==> src/rtl/wormhole_rr_allocator.sv <==
// Per-output-port wormhole allocator: round-robin grant among head flits, then the
// output stays locked to the winner until its tail flit or the flit-count watchdog fires.
module wormhole_rr_allocator #(
  parameter int N_IN          = 2,
  parameter int LOG_N_IN      = 1,
  parameter int MAX_PKT_FLITS = 16,
  parameter int LOG_MAX_PKT   = 4
) (
  input  logic                clk,
  input  logic                rst,
  input  logic [N_IN-1:0]     req_in,
  input  logic [N_IN-1:0]     head_in,
  input  logic [N_IN-1:0]     tail_in,
  input  logic                busy_in,
  output logic [LOG_N_IN-1:0] select,
  output logic                valid_out,
  output logic [N_IN-1:0]     pop_out,
  output logic                locked,
  output logic [1:0]          err
);

  localparam logic [0:0] IDLE   = 1'b0;
  localparam logic [0:0] LOCKED = 1'b1;

  logic [0:0]             state;
  logic [LOG_N_IN-1:0]    owner;
  logic [LOG_N_IN-1:0]    ptr;
  logic [LOG_MAX_PKT-1:0] cnt;

  logic [N_IN-1:0]        eligible;
  logic [N_IN-1:0]        owner_mask;
  logic [LOG_N_IN-1:0]    winner;
  logic                   any_elig;
  logic                   xfer;
  logic                   xfer_tail;
  logic                   orphan;
  logic                   wd_hit;

  // Explicit wrap so non-power-of-two N_IN never indexes a missing input.
  function automatic logic [LOG_N_IN-1:0] wrap_inc(input logic [LOG_N_IN-1:0] v);
    if (int'(v) >= N_IN - 1) return '0;
    return v + LOG_N_IN'(1);
  endfunction

  always_comb begin
    eligible = req_in & head_in;
    any_elig = 1'b0;
    winner   = ptr;
    for (int k = 0; k < N_IN; k++) begin
      int idx;
      idx = int'(ptr) + k;
      if (idx >= N_IN) idx = idx - N_IN;
      if (!any_elig && eligible[idx]) begin
        any_elig = 1'b1;
        winner   = LOG_N_IN'(idx);
      end
    end

    owner_mask = N_IN'(1) << owner;
    if (state == IDLE) begin
      xfer      = any_elig & ~busy_in;
      xfer_tail = tail_in[winner];
      select    = xfer ? winner : ptr;
      orphan    = |(req_in & ~head_in);
    end else begin
      xfer      = req_in[owner] & ~busy_in;
      xfer_tail = tail_in[owner];
      select    = owner;
      orphan    = |(req_in & ~head_in & ~owner_mask);
    end

    // Count including the flit moving now; a tail on this same flit wins over the watchdog.
    wd_hit    = (int'(cnt) + 1) >= MAX_PKT_FLITS;
    valid_out = xfer;
    pop_out   = xfer ? (N_IN'(1) << select) : '0;
  end

  assign locked = (state == LOCKED);

  always_ff @(posedge clk or negedge rst) begin
    if (!rst) begin
      state <= IDLE;
      owner <= '0;
      ptr   <= '0;
      cnt   <= '0;
      err   <= '0;
    end else begin
      if (orphan) err[1] <= 1'b1;
      if (xfer) begin
        if (state == IDLE) begin
          if (xfer_tail) begin
            ptr <= wrap_inc(winner);
          end else begin
            state <= LOCKED;
            owner <= winner;
            cnt   <= LOG_MAX_PKT'(1);
          end
        end else if (xfer_tail || wd_hit) begin
          state <= IDLE;
          ptr   <= wrap_inc(owner);
          cnt   <= '0;
          if (!xfer_tail) err[0] <= 1'b1;
        end else begin
          cnt <= cnt + LOG_MAX_PKT'(1);
        end
      end
    end
  end

endmodule

==> config.mk <==
export PLATFORM = sky130hd
export DESIGN_NAME = wormhole_rr_allocator
export DESIGN_NICKNAME = d
export VERILOG_FILES = /design/src/rtl/wormhole_rr_allocator.sv
export SDC_FILE = /design/constraint.sdc
export NUM_CORES = 1
export LEC_CHECK = 0
export ABC_AREA = 1
export ABC_CLOCK_PERIOD_IN_PS = 2950
export CORE_ASPECT_RATIO = 2
export CORE_MARGIN = 1.5
export CORE_UTILIZATION = 25
export DETAILED_ROUTE_END_ITERATION = 7
export PLACE_DENSITY = 0.48
export SYNTH_ARGS = -nofsm -noshare
export SYNTH_HDL_FRONTEND = slang
export SYNTH_SLANG_ARGS = --single-unit
export TNS_END_PERCENT = 10
==> constraint.sdc <==
create_clock -name clk -period 2.95 [get_ports clk]
set_clock_uncertainty 0.15 [all_clocks]
set_input_delay 0.59 -clock clk [delete_from_list [all_inputs] [get_ports clk]]
set_output_delay 0.59 -clock clk [all_outputs]
set_load 0.01 [all_outputs]
* Yosys cells after proc, flatten, opt, wreduce, memory -nomap -nowiden *
Cells that the tools add are included.

storage, ports and cells
  register bits = 9
  output and inout port bits = 7
  word-level logic and storage cells = 91

cells by class
  add/sub/neg operators = 7
  order comparisons = 9
  equality and inequality tests = 2
  shifts and indexed selects = 2
  muxes and demuxes = 45
  bitwise logic cells = 10
  reductions and logical operators = 10

operator list
  operator                                             number
  < comparator 32 x 3 -> 1 bit, second input constant  2
  2-to-1 mux 32 bit                                    2
  2-to-1 mux 1 bit                                     39
  2-to-1 mux 4 bit                                     3
  AND 2 bit                                            3
  AND reduction 3 bit                                  2
  adder 4 x 1 -> 5 bit, second input constant          1
  >= comparator 5 bit, second input constant           1
  adder 4 x 1 -> 4 bit, second input constant          1
  < comparator 1 x 2 -> 1 bit, second input constant   2
  inverter 2 bit                                       2
  AND reduction 4 bit                                  1
  OR reduction 2 bit                                   2
  left shift 1 x 1 -> 2 bit, first input constant      2
  inverter 1 bit                                       3
  subtractor 1 x 2 -> 3 bit, second input constant     1
  subtractor 2 x 2 -> 3 bit, second input constant     1
  adder 1 bit, second input constant                   2
  adder 1 x 1 -> 2 bit, second input constant          1
  AND 1 bit                                            2
  >= comparator 1 bit, second input constant           2
  >= comparator 1 x 2 -> 1 bit, second input constant  1
  >= comparator 2 bit, second input constant           1
  2-to-1 mux 2 bit                                     1
  other kinds (7)                                      7

* Logic depth before layout (Yosys ltp) *
Gate-level depths: netlist of the first run.

  depth in word-level cells = 19
  depth in mapped cells = 9

* Worst setup path after synthesis of the first run *
No wires, ideal clock.

  path kind = input to output
  from = input req_in[1]
  to = output pop_out[0]
  data arrival time = 1,290 ps
  data required time = 2,210 ps
  slack = 920 ps
  stages on the path = 9
  buffers on the path = 0
  path through = nand2_1 nand2_2 nand2_1 nand2_1 nand3_1 nand2_1 nand2_1 inv_1 nor2_1

on the way
  longest elaborated chain between the ends = 13

ends and longest elaborated chain
  what                                                 RTL line  source
  from (decl)                                          11        input logic [N_IN-1:0] req_in,
  AND 2 bit (*)                                        46        eligible = req_in & head_in;
  2-to-1 mux 1 bit (implied by the code) (3 in a row)  53        if (!any_elig && eligible[idx]) begin
  2-to-1 mux 1 bit                                     53
  zero test 1 bit                                      53
  logical AND 1 bit                                    53
  2-to-1 mux 1 bit                                     53
  AND 1 bit                                            61        xfer = any_elig & ~busy_in;
  2-to-1 mux 1 bit (*)                                 63        select = xfer ? winner : ptr;
  2-to-1 mux 1 bit (*)                                 60        if (state == IDLE) begin
  via select                                           15        output logic [LOG_N_IN-1:0] select,
  left shift 1 x 1 -> 2 bit (*)                        75        pop_out = xfer ? (N_IN'(1) << select) : '0;
  2-to-1 mux 2 bit (*)                                 75
  to (decl)                                            17        output logic [N_IN-1:0] pop_out,

The timed path passes the listed nets; every way through them passes the cells marked *. The select of a mux whose other input is x is not followed.

* Final worst setup path of the first run *
  from = input req_in[1]
  to = output pop_out[0]

on the way
  longest elaborated chain between the ends = 13

ends and longest elaborated chain
  what                                                 RTL line
  AND 2 bit                                            46
  2-to-1 mux 1 bit (implied by the code) (3 in a row)  53
  2-to-1 mux 1 bit                                     53
  zero test 1 bit                                      53
  logical AND 1 bit                                    53
  2-to-1 mux 1 bit                                     53
  AND 1 bit                                            61
  2-to-1 mux 1 bit                                     63
  2-to-1 mux 1 bit                                     60
  left shift 1 x 1 -> 2 bit                            75
  2-to-1 mux 2 bit (*)                                 75

Every way passes the cells marked *; elsewhere a longest branch is shown, timed or not. The select of a mux whose other input is x is not followed.

==> impl_results.md, run 1 <==
* Most common cell in the netlist: nand2_1
* Drt pass-1 iters at 4
* Footprint of the multi-input gates at 383 um2
* Residual DRC at 0
* Fin nets at 133
* Non-filler instance count after layout at 150
* Place WS at -0.0804 ns
* CP startpoint: req_in[1]
* Most frequent CP cell: nand2_1
* Synth warn at 0
* Asr flop ratio synth at 100%
* Startpoint types: primary input
* Slew margin rel. at 70.8%
* RD Place Congestion at 0.751
* H-tree levels at 1
* Initial antenna violation count at 0
* PnR worst setup slack at 0.226 ns
* CP Max Fanout at 2
* Most used flip-flop cell after synthesis: dfrtp_1
* Post-Syn Instances at 92
* Synth area leaders: dfrtp_1 (34%), nand2_1 (12%), inv_1 (8.5%)
* Vias in the first global route at 713
* R2r worst-path depth at 9
* Hold Crit Class: reg -> reg
* Mapped Avg Cell Area at 7.21 um2
* Final count of hold timing violations at 0
* TritonCTS clock tree: done
* CTS Sinks at 9
* Post-CTS Setup Repair Bufs at 0
* Seq. cell area at 225 um2
* Core area at 2540 um2
* Number of flops mapped to enable cells by yosys at 0
* Total power at 0.000778 W
* PD cells at 791 nW/um2
* Worst path arrival time at 1.98 ns
* Final ANT Viol Nets at 0
* Via count at 728
* Crit-path max cell delay at 0.48 ns
* Gr ovfl total at 0
* Hold Path Origin: err[1]
* Worst-margin pin slew at 0.437 ns
* Initial DRC Count at 13
* Cts bufs inserted at 3
* Final period util at 92.3%
* P&R area growth vs syn at 48.3%
* Row count at 26
* Final hold slack at 0.323 ns
* Skew-Pair Late Insertion Delay at 0.23 ns
* Clock tree buffer depth at 2
* Syn Nets at 102
* Req. time, crit path at 2.21 ns
* Root Driver: clkbuf_8
* Clk pin slew, worst setup/hold paths at 0.04 ns
* Endpoint class of the critical path: output pin
* Register-to-register path setup slack at 1.32 ns
* Worst-path cell with the longest stage delay: clkdlybuf4s50_1
* Largest net degree at the start of global routing at 10
* Max IR drop VDD at 0.334 mV
* Max cap viols at 0
* Slew Viols, Final at 0
* Synth unique cells at 23
* LEAKAGE at 0.504 nW
* Cell taking the most area after synthesis: dfrtp_1
* Hold-fix buffers, CTS at 0
* IO Port Bufs at 15
* Fmax at 367 MHz
* Die height at 75.8 um
* Ports at 16
* DP HPWL at 1.52 mm
* Vias/cell at 4.85
* All-layer global routing usage at 14.6%
* Top cells by count, synth: nand2_1 (21), inv_1 (15), nor2_1 (12)
* Cell Area, Synth at 663 um2
* Die Width at 39.4 um
* DIE AREA at 2990 um2
* Filler instances at 263
* Layout cell share with drive strength beyond 1 at 23.8%
* Worst hold stages at 1
* Seq/Total Area, Yosys at 34.0%
* Number of setup violations in the final report at 0
* Post-synth top area share at 34.0%
* Crit path time final at 2.72 ns
* Antenna cells at 0
* Dpl cells at 146
* Total negative slack at 0 ns
* Setup Crit Path Kind: in -> out
* Initial Util at 26.1%
* Status: finished, final reports clean
* First-pass GRT wire length at 2.93 mm
* Post-Route WL at 1.84 mm
* FF-to-FF Start: locked
* RSZ-0062 raised after global routing: false
* Cell Chain, Critical Path: clkdlybuf4s50_1 -> nand2_1 -> nand2_2 -> nand2_1 -> nand2_1 -> nand3_1 -> nand2_1 -> nand2_1 -> inv_1 -> nor2_1 -> dlygate4sd2_1
* DR WL/cell at 12.2 um
* Synthesis-stage register bit count at 9
cell type report:
type                       count  area share [%]
clock buffer                   4            4.58
multi-input combinational     67            38.9
inverter                      16            6.11
timing repair buffer          26            23.9
sequential                     9            22.9
tap                           28            3.56
flip-flops by register name, summed over array words and instances (netlist names):
signal  flops
cnt         4
locked      1
ptr         1
owner       1
err         2
worst paths after layout:
check | to
setup / recovery | pop_out[0]
hold reg to reg | err[1]
min in group asynchronous | cnt[2]
hold / removal | err[1]
max in group asynchronous | owner
setup reg to reg | ptr
layout by cell type (no fill, tap or decap), drive strengths merged:
master	instances
buf	11
nand3b	1
dlygate4sd2	2
nor3	1
inv	16
ha	1
clkdlybuf4s50	11
o21ai	4
o311ai	1
dlymetal6s2s	2
nand2	24
o22ai	2
a21oi	4
clkbuf	4
o21bai	1
nor3b	1
nand4	4
a211o	1
dfrtp	9
nand3	10
nor2	12
where the power goes:
part | switching (W) | internal [W] | total [W]
logic | 0.000226 | 0.000191 | 0.000417
clock network | 0.0000469 | 0.0000940 | 0.000141
registers | 0.0000571 | 0.000163 | 0.000220
total | 0.000330 | 0.000448 | 0.000778
logic make-up after synthesis:
logic type / share of synthesized area, %
fa+ha+maj: 1.89
simple gates: 42.3
compound gates: 12.8
flops: 34.0
buf+inv: 9.06
routing by layer:
layer,wire length [um],GRT usage [%],up-vias,share of wire [%]
met2,1100,28.4,13,60
met1,664,13.3,349,36
met3,42,1.75,2,2.3
li1,-,-,364,-
met4,30,8.05,0,1.6
met5,0,0,-,0
worst max-delay path, delay by kind of cell:
family	cells	cell delay (ns)
simple gates	8	0.57
buf+inv	3	0.82
stage by stage:
step	utilization (%)	instance area [um2]
2_1_floorplan	-	663
3_3_place_gp	36.7	931
3_5_place_dp	36.7	931
4_1_cts	38.5	976
5_1_grt	38.8	983
6_report	38.8	983
timing repair:
action                     CTS  global route
gates resized for setup      3             3
hold endpoints to repair     0             0
setup endpoints to repair    3             2
Note: power is estimated with default switching activity, not from simulation.
==> inputs of run 2 (changes only) <==
Settings changed: CORE_ASPECT_RATIO 2 to unset, CORE_UTILIZATION 25 to 51, PLACE_DENSITY 0.48 to 0.84.
==> impl_results.md, run 2 (same netlist as run 1, synthesis figures left out) <==
* Status: finished, final reports clean (unchanged)
* Slew Viols, Final at 0 (unchanged)
* PD cells at 783 nW/um2 (was 791 nW/um2)
* IO Port Bufs at 15 (unchanged)
* RD Place Congestion at 0.877 (was 0.751)
* Sw frac at 45.3% (was 42.4%)
* CP Max Fanout at 3 (was 2)
* Largest registers: cnt x4, err x2 (unchanged)
* TritonCTS clock tree: done (unchanged)
* Initial antenna violation count at 0 (unchanged)
* Reg power frac at 30.9% (was 28.3%)
* RR Endpoint: ptr (unchanged)
* Number of setup violations in the final report at 0 (unchanged)
* Row count at 12 (was 26)
* FF-to-FF Start: ptr (was locked)
* Most common cell after layout, fill and taps aside: nand2_1 (unchanged)
* Worst-margin pin slew at 0.419 ns (was 0.437 ns)
* Setup Crit Path Kind: in -> out (unchanged)
* Initial Util at 57.4% (was 26.1%)
* Slew margin rel. at 72.0% (was 70.8%)
* Residual DRC at 0 (unchanged)
* Worst-path cell with the longest stage delay: clkdlybuf4s50_1 (unchanged)
* Vias in the first global route at 602 (was 713)
* Antenna cells at 0 (unchanged)
* Initial DRC Count at 32 (was 13)
* All-layer global routing usage at 25.7% (was 14.6%)
* H-tree levels at 1 (unchanged)
* Fmax at 360 MHz (was 367 MHz)
* Vias/cell at 5.35 (was 4.85)
* Max IR drop VDD at 0.498 mV (was 0.334 mV)
* Clk pin slew, worst setup/hold paths at 0.06 ns (was 0.04 ns)
* Fin nets at 129 (was 133)
* CTS Sinks at 9 (unchanged)
* Skew-Pair Late Insertion Delay at 0.27 ns (was 0.23 ns)
* Largest register FFs at 4 (unchanged)
* Cell Chain, Critical Path: clkdlybuf4s50_1 -> buf_4 -> inv_1 -> nand2_1 -> nand4_2 -> nand2_4 -> clkdlybuf4s50_1 (was clkdlybuf4s50_1 -> nand2_1 -> nand2_2 -> nand2_1 -> nand2_1 -> nand3_1 -> nand2_1 -> nand2_1 -> inv_1 -> nor2_1 -> dlygate4sd2_1)
* Gate power share at 55.1% (was 53.6%)
* Register-to-register path setup slack at 1.40 ns (was 1.32 ns)
* RSZ-0062 raised after global routing: false (unchanged)
* Via count at 706 (was 728)
* Non-filler instance count after layout at 132 (was 150)
* Drt pass-1 iters at 4 (unchanged)
* Req. time, crit path at 2.21 ns (about the same)
* DR WL/cell at 11.6 um (was 12.2 um)
* Worst hold stages at 1 (unchanged)
* Crit-path max cell delay at 0.53 ns (was 0.48 ns)
* DIE AREA at 1530 um2 (was 2990 um2)
* Cts bufs inserted at 3 (unchanged)
* Ports at 16 (unchanged)
* Crit path time final at 2.78 ns (was 2.72 ns)
* Die Width at 39.1 um (was 39.4 um)
* LEAKAGE at 0.456 nW (was 0.504 nW)
* Hold Crit Class: reg -> reg (unchanged)
* Max cap viols at 0 (unchanged)
* Worst Hold End: err[1] (unchanged)
* Root Driver: clkbuf_4 (was clkbuf_8)
* Die height at 39.1 um (was 75.8 um)
* Startpoint types: primary input (unchanged)
* Final period util at 94.2% (was 92.3%)
* Final instance area at 906 um2 (was 983 um2)
* DP HPWL at 1.20 mm (was 1.52 mm)
* Core area at 1160 um2 (was 2540 um2)
* Gr ovfl total at 0 (unchanged)
* Worst path arrival time at 2.04 ns (was 1.98 ns)
* Layout cell share with drive strength beyond 1 at 19.5% (was 23.8%)
* Most frequent CP cell: clkdlybuf4s50_1 (was nand2_1)
* P&R area growth vs syn at 36.6% (was 48.3%)
* Largest net degree at the start of global routing at 10 (unchanged)
* Post-Route WL at 1.53 mm (was 1.84 mm)
* Cell internal pwr at 0.000388 W (was 0.000448 W)
* NetSw at 0.000321 W (was 0.000330 W)
* Final ANT Viol Nets at 0 (unchanged)
* Filler instances at 84 (was 263)
* First-pass GRT wire length at 2.52 mm (was 2.93 mm)
* R2r worst-path depth at 10 (was 9)
* Top reg by flops: cnt (unchanged)
* Clock share of power at 14.0% (was 18.1%)
* Commonest non-fill, non-tap cells in the layout: nand2_1 (21), inv_1 (15), nor2_1 (12), clkdlybuf4s50_1 (12), dfrtp_1 (9) (was nand2_1 (19), inv_1 (15), nor2_1 (12))
* Dpl cells at 128 (was 146)
* Placed cell areas at 883 um2 (was 931 um2)
* Clock tree buffer depth at 2 (unchanged)
* Endpoint class of the critical path: output pin (unchanged)
* Hold Path Origin: err[1] (unchanged)
* Final count of hold timing violations at 0 (unchanged)
==> run 2: what timing repair did <==
item | in CTS | in global routing
setup buffers | 0 | 0
hold buffers | 0 | 0
resized for setup | 3 | 0
endpoints found under the setup margin | 3 | 0
==> run 2: layout make-up <==
cell class	instances	area (um2)	share of cell area (%)
multi-input combinational	67	378	41.7
sequential	9	225	24.9
timing repair buffer	22	199	22.0
inverter	16	60.1	6.63
clock buffer	4	26.3	2.90
tap	14	17.5	1.93
==> run 2: metrics by stage <==
step	utilization (%)	TNS, ns	worst slack, ns	hold slack, ns	total power, W
after floorplan	-	0	0.920	0.144	0.000461
after global placement	76.4	-0.0110	-0.0110	0.299	0.000613
after detailed placement	76.4	-0.0898	-0.0869	0.315	0.000621
after CTS	78.4	0	0.161	0.330	0.000712
after global routing	78.4	0	0.0340	0.353	0.000771
final	78.4	0	0.171	0.329	0.000710
==> run 2: critical path, delay by kind of cell <==
family,cells,cell delay [ns]
buf+inv,4,1.15
simple gates,3,0.30
==> run 2: worst max path at each step <==
stage | start | to | slack (ns) | cells after the start
final | req_in[1] | valid_out | 0.17 | 7
after floorplan | req_in[1] | pop_out[0] | 0.92 | 9
after global placement | head_in[0] | pop_out[0] | -0.01 | 10
after global routing | req_in[0] | pop_out[0] | 0.03 | 10
after detailed placement | head_in[0] | pop_out[0] | -0.09 | 10
after CTS | req_in[1] | valid_out | 0.16 | 7
==> run 2: power by group through the flow <==
stage	logic [W]	clock network [W]	registers [W]
finish	0.000391	0.0000996	0.000219
global route	0.000436	0.000109	0.000227
CTS	0.000391	0.000103	0.000218
detailed placement	0.000402	0	0.000219
global placement	0.000394	0	0.000218
floorplan	0.000250	0	0.000211
==> run 2: metal layers <==
layer,vias to the layer above,wire length (um),GRT usage (%)
li1,359,-,-
met5,-,0,0
met3,4,88,5.78
met1,317,735,33.5
met4,0,39,17.2
met2,26,665,37.5
==> inputs of run 3 (changes only) <==
Settings changed: CORE_AREA set to 2 2 39 41, CORE_MARGIN 1.5 to unset, CORE_UTILIZATION 51 to unset, CTS_BUF_LIST set to sky130_fd_sc_hd__clkbuf_2, DIE_AREA set to 0 0 41 43, PLACE_DENSITY 0.84 to 0.82.
==> impl_results.md, run 3 (same netlist as run 1, synthesis figures left out) <==
* Seq. cell area at 225 um2 (unchanged)
* IO Port Bufs at 15 (unchanged)
* Startpoint types: primary input (unchanged)
* Largest register FFs at 4 (unchanged)
* DR WL/cell at 12.2 um (was 11.6 um)
* Row count at 14 (was 12)
* Root Driver: clkbuf_2 (was clkbuf_4)
* Core Util, Final at 64.9% (was 78.4%)
* RR Endpoint: ptr (unchanged)
* Top reg by flops: cnt (unchanged)
* Worst hold stages at 1 (unchanged)
* Die height at 43 um (was 39.1 um)
* Ports at 16 (unchanged)
* Residual DRC at 0 (unchanged)
* Max cap viols at 0 (unchanged)
* Commonest non-fill, non-tap cells in the layout: nand2_1 (21), inv_1 (15), nor2_1 (12), clkdlybuf4s50_1 (12), dfrtp_1 (9) (unchanged)
* Vias/cell at 5.29 (was 5.35)
* Final period util at 94.8% (was 94.2%)
* First-pass GRT wire length at 2.80 mm (was 2.52 mm)
* Endpoint class of the critical path: output pin (unchanged)
* Clock tree buffer depth at 2 (unchanged)
* Max IR drop VDD at 0.643 mV (was 0.498 mV)
* R2r worst-path depth at 7 (was 10)
* Largest registers: cnt x4, err x2 (unchanged)
* Slew Viols, Final at 0 (unchanged)
* Initial Util at 47.9% (was 57.4%)
* Worst path arrival time at 2.06 ns (was 2.04 ns)
* Via count at 703 (was 706)
* All-layer global routing usage at 23.8% (was 25.7%)
* Number of setup violations in the final report at 0 (unchanged)
* Drt pass-1 iters at 4 (unchanged)
* Post-CTS Setup Repair Bufs at 0 (unchanged)
* Die Width at 41 um (was 39.1 um)
* Crit path time final at 2.80 ns (was 2.78 ns)
* Footprint of the multi-input gates at 378 um2 (unchanged)
* RSZ-0062 raised after global routing: false (unchanged)
* Worst Hold End: err[1] (unchanged)
* Fin nets at 128 (was 129)
* Final count of hold timing violations at 0 (unchanged)
* Gr ovfl total at 0 (unchanged)
* Hold Crit Class: reg -> reg (unchanged)
* Clk pin slew, worst setup/hold paths at 0.08 ns (was 0.06 ns)
* Post-Route WL at 1.62 mm (was 1.53 mm)
* RD Place Congestion at 0.871 (was 0.877)
* CTS Sinks at 9 (unchanged)
* Initial antenna violation count at 0 (unchanged)
* Register-to-register path setup slack at 1.40 ns (about the same)
* TritonCTS clock tree: done (unchanged)
* Largest net degree at the start of global routing at 10 (unchanged)
* DIE AREA at 1760 um2 (was 1530 um2)
* Final hold slack at 0.327 ns (was 0.329 ns)
* Core area at 1380 um2 (was 1160 um2)
* Slew margin rel. at 73.0% (was 72.0%)
* Fmax at 358 MHz (was 360 MHz)
* Initial DRC Count at 11 (was 32)
* Antenna cells at 0 (unchanged)
* Layout cell share with drive strength beyond 1 at 19.7% (was 19.5%)
* Vias in the first global route at 673 (was 602)
* CP Max Fanout at 3 (unchanged)
* PD cells at 778 nW/um2 (was 783 nW/um2)
* Status: finished, final reports clean (unchanged)
* Req. time, crit path at 2.21 ns (about the same)
* Filler instances at 123 (was 84)
* Cts bufs inserted at 3 (unchanged)
* Skew-Pair Late Insertion Delay at 0.26 ns (was 0.27 ns)
* P&R area growth vs syn at 35.5% (was 36.6%)
* FF-to-FF Start: locked (was ptr)
* Final ANT Viol Nets at 0 (unchanged)
* H-tree levels at 1 (unchanged)
* LEAKAGE at 0.460 nW (was 0.456 nW)
* Setup Crit Path Kind: in -> out (unchanged)
* Hold Path Origin: err[1] (unchanged)
* DP HPWL at 1.28 mm (was 1.20 mm)
* Most common cell after layout, fill and taps aside: nand2_1 (unchanged)
* Worst-margin pin slew at 0.403 ns (was 0.419 ns)
==> run 3: cell count changes in the layout (fill, tap and decap cells not counted) <==
cell	previous run	this run
buf_4	7	6
clkbuf_1	1	0
clkbuf_2	0	4
clkbuf_4	3	0
dlygate4sd2_1	3	2
dlymetal6s2s_1	0	1
==> run 3: worst max-delay path by stage <==
stage                    start  slack [ns]          to
floorplan            req_in[1]        0.92  pop_out[0]
global placement    head_in[0]      -0.005  pop_out[0]
detailed placement  head_in[0]       -0.07  pop_out[0]
CTS                  req_in[1]       0.003      select
global route        head_in[1]        0.07  pop_out[0]
finish               req_in[1]        0.15   valid_out
==> run 3: routing by layer <==
metal	global-route usage (%)	wire length [um]	up-vias
met5	0	0	-
met4	16.0	51	0
met3	3.14	91	6
met2	35.3	767	25
met1	30.6	705	319
li1	-	-	353
==> run 3: power by group <==
group | switching (W) | internal, W
combinational | 0.000221 | 0.000174
clock | 0.0000436 | 0.0000360
sequential | 0.0000617 | 0.000162
total | 0.000326 | 0.000373
==> run 3: metrics by stage <==
stage	power [W]	setup TNS (ns)	cell area [um2]	instances	setup slack, ns
after detailed placement	0.000624	-0.0699	878	129	-0.0675
after CTS	0.000700	0	896	133	0.00322
after global routing	0.000760	0	898	133	0.0698
after floorplan	0.000461	0	663	92	0.920
final	0.000699	0	898	133	0.155
after global placement	0.000609	-0.00505	878	129	-0.00505
==> run 3: layout make-up <==
class | count | area share (%)
multi-input combinational | 67 | 42.1
sequential | 9 | 25.1
timing repair buffer | 21 | 21.7
inverter | 16 | 6.69
clock buffer | 4 | 2.23
tap | 16 | 2.23
==> run 3: timing repair <==
item / CTS / global route
endpoints found under the setup margin: 2 / 1
hold buffers: 0 / 0
endpoints found under the hold margin: 0 / 0
resized for setup: 2 / 1
==> run 3: critical path, cell delays in order <==
cell             delay [ns]
clkdlybuf4s50_1        0.48
buf_4                  0.11
inv_1                  0.04
nand2_1                0.07
nand4_2                0.14
nand2_4                0.10
clkdlybuf4s50_1        0.53
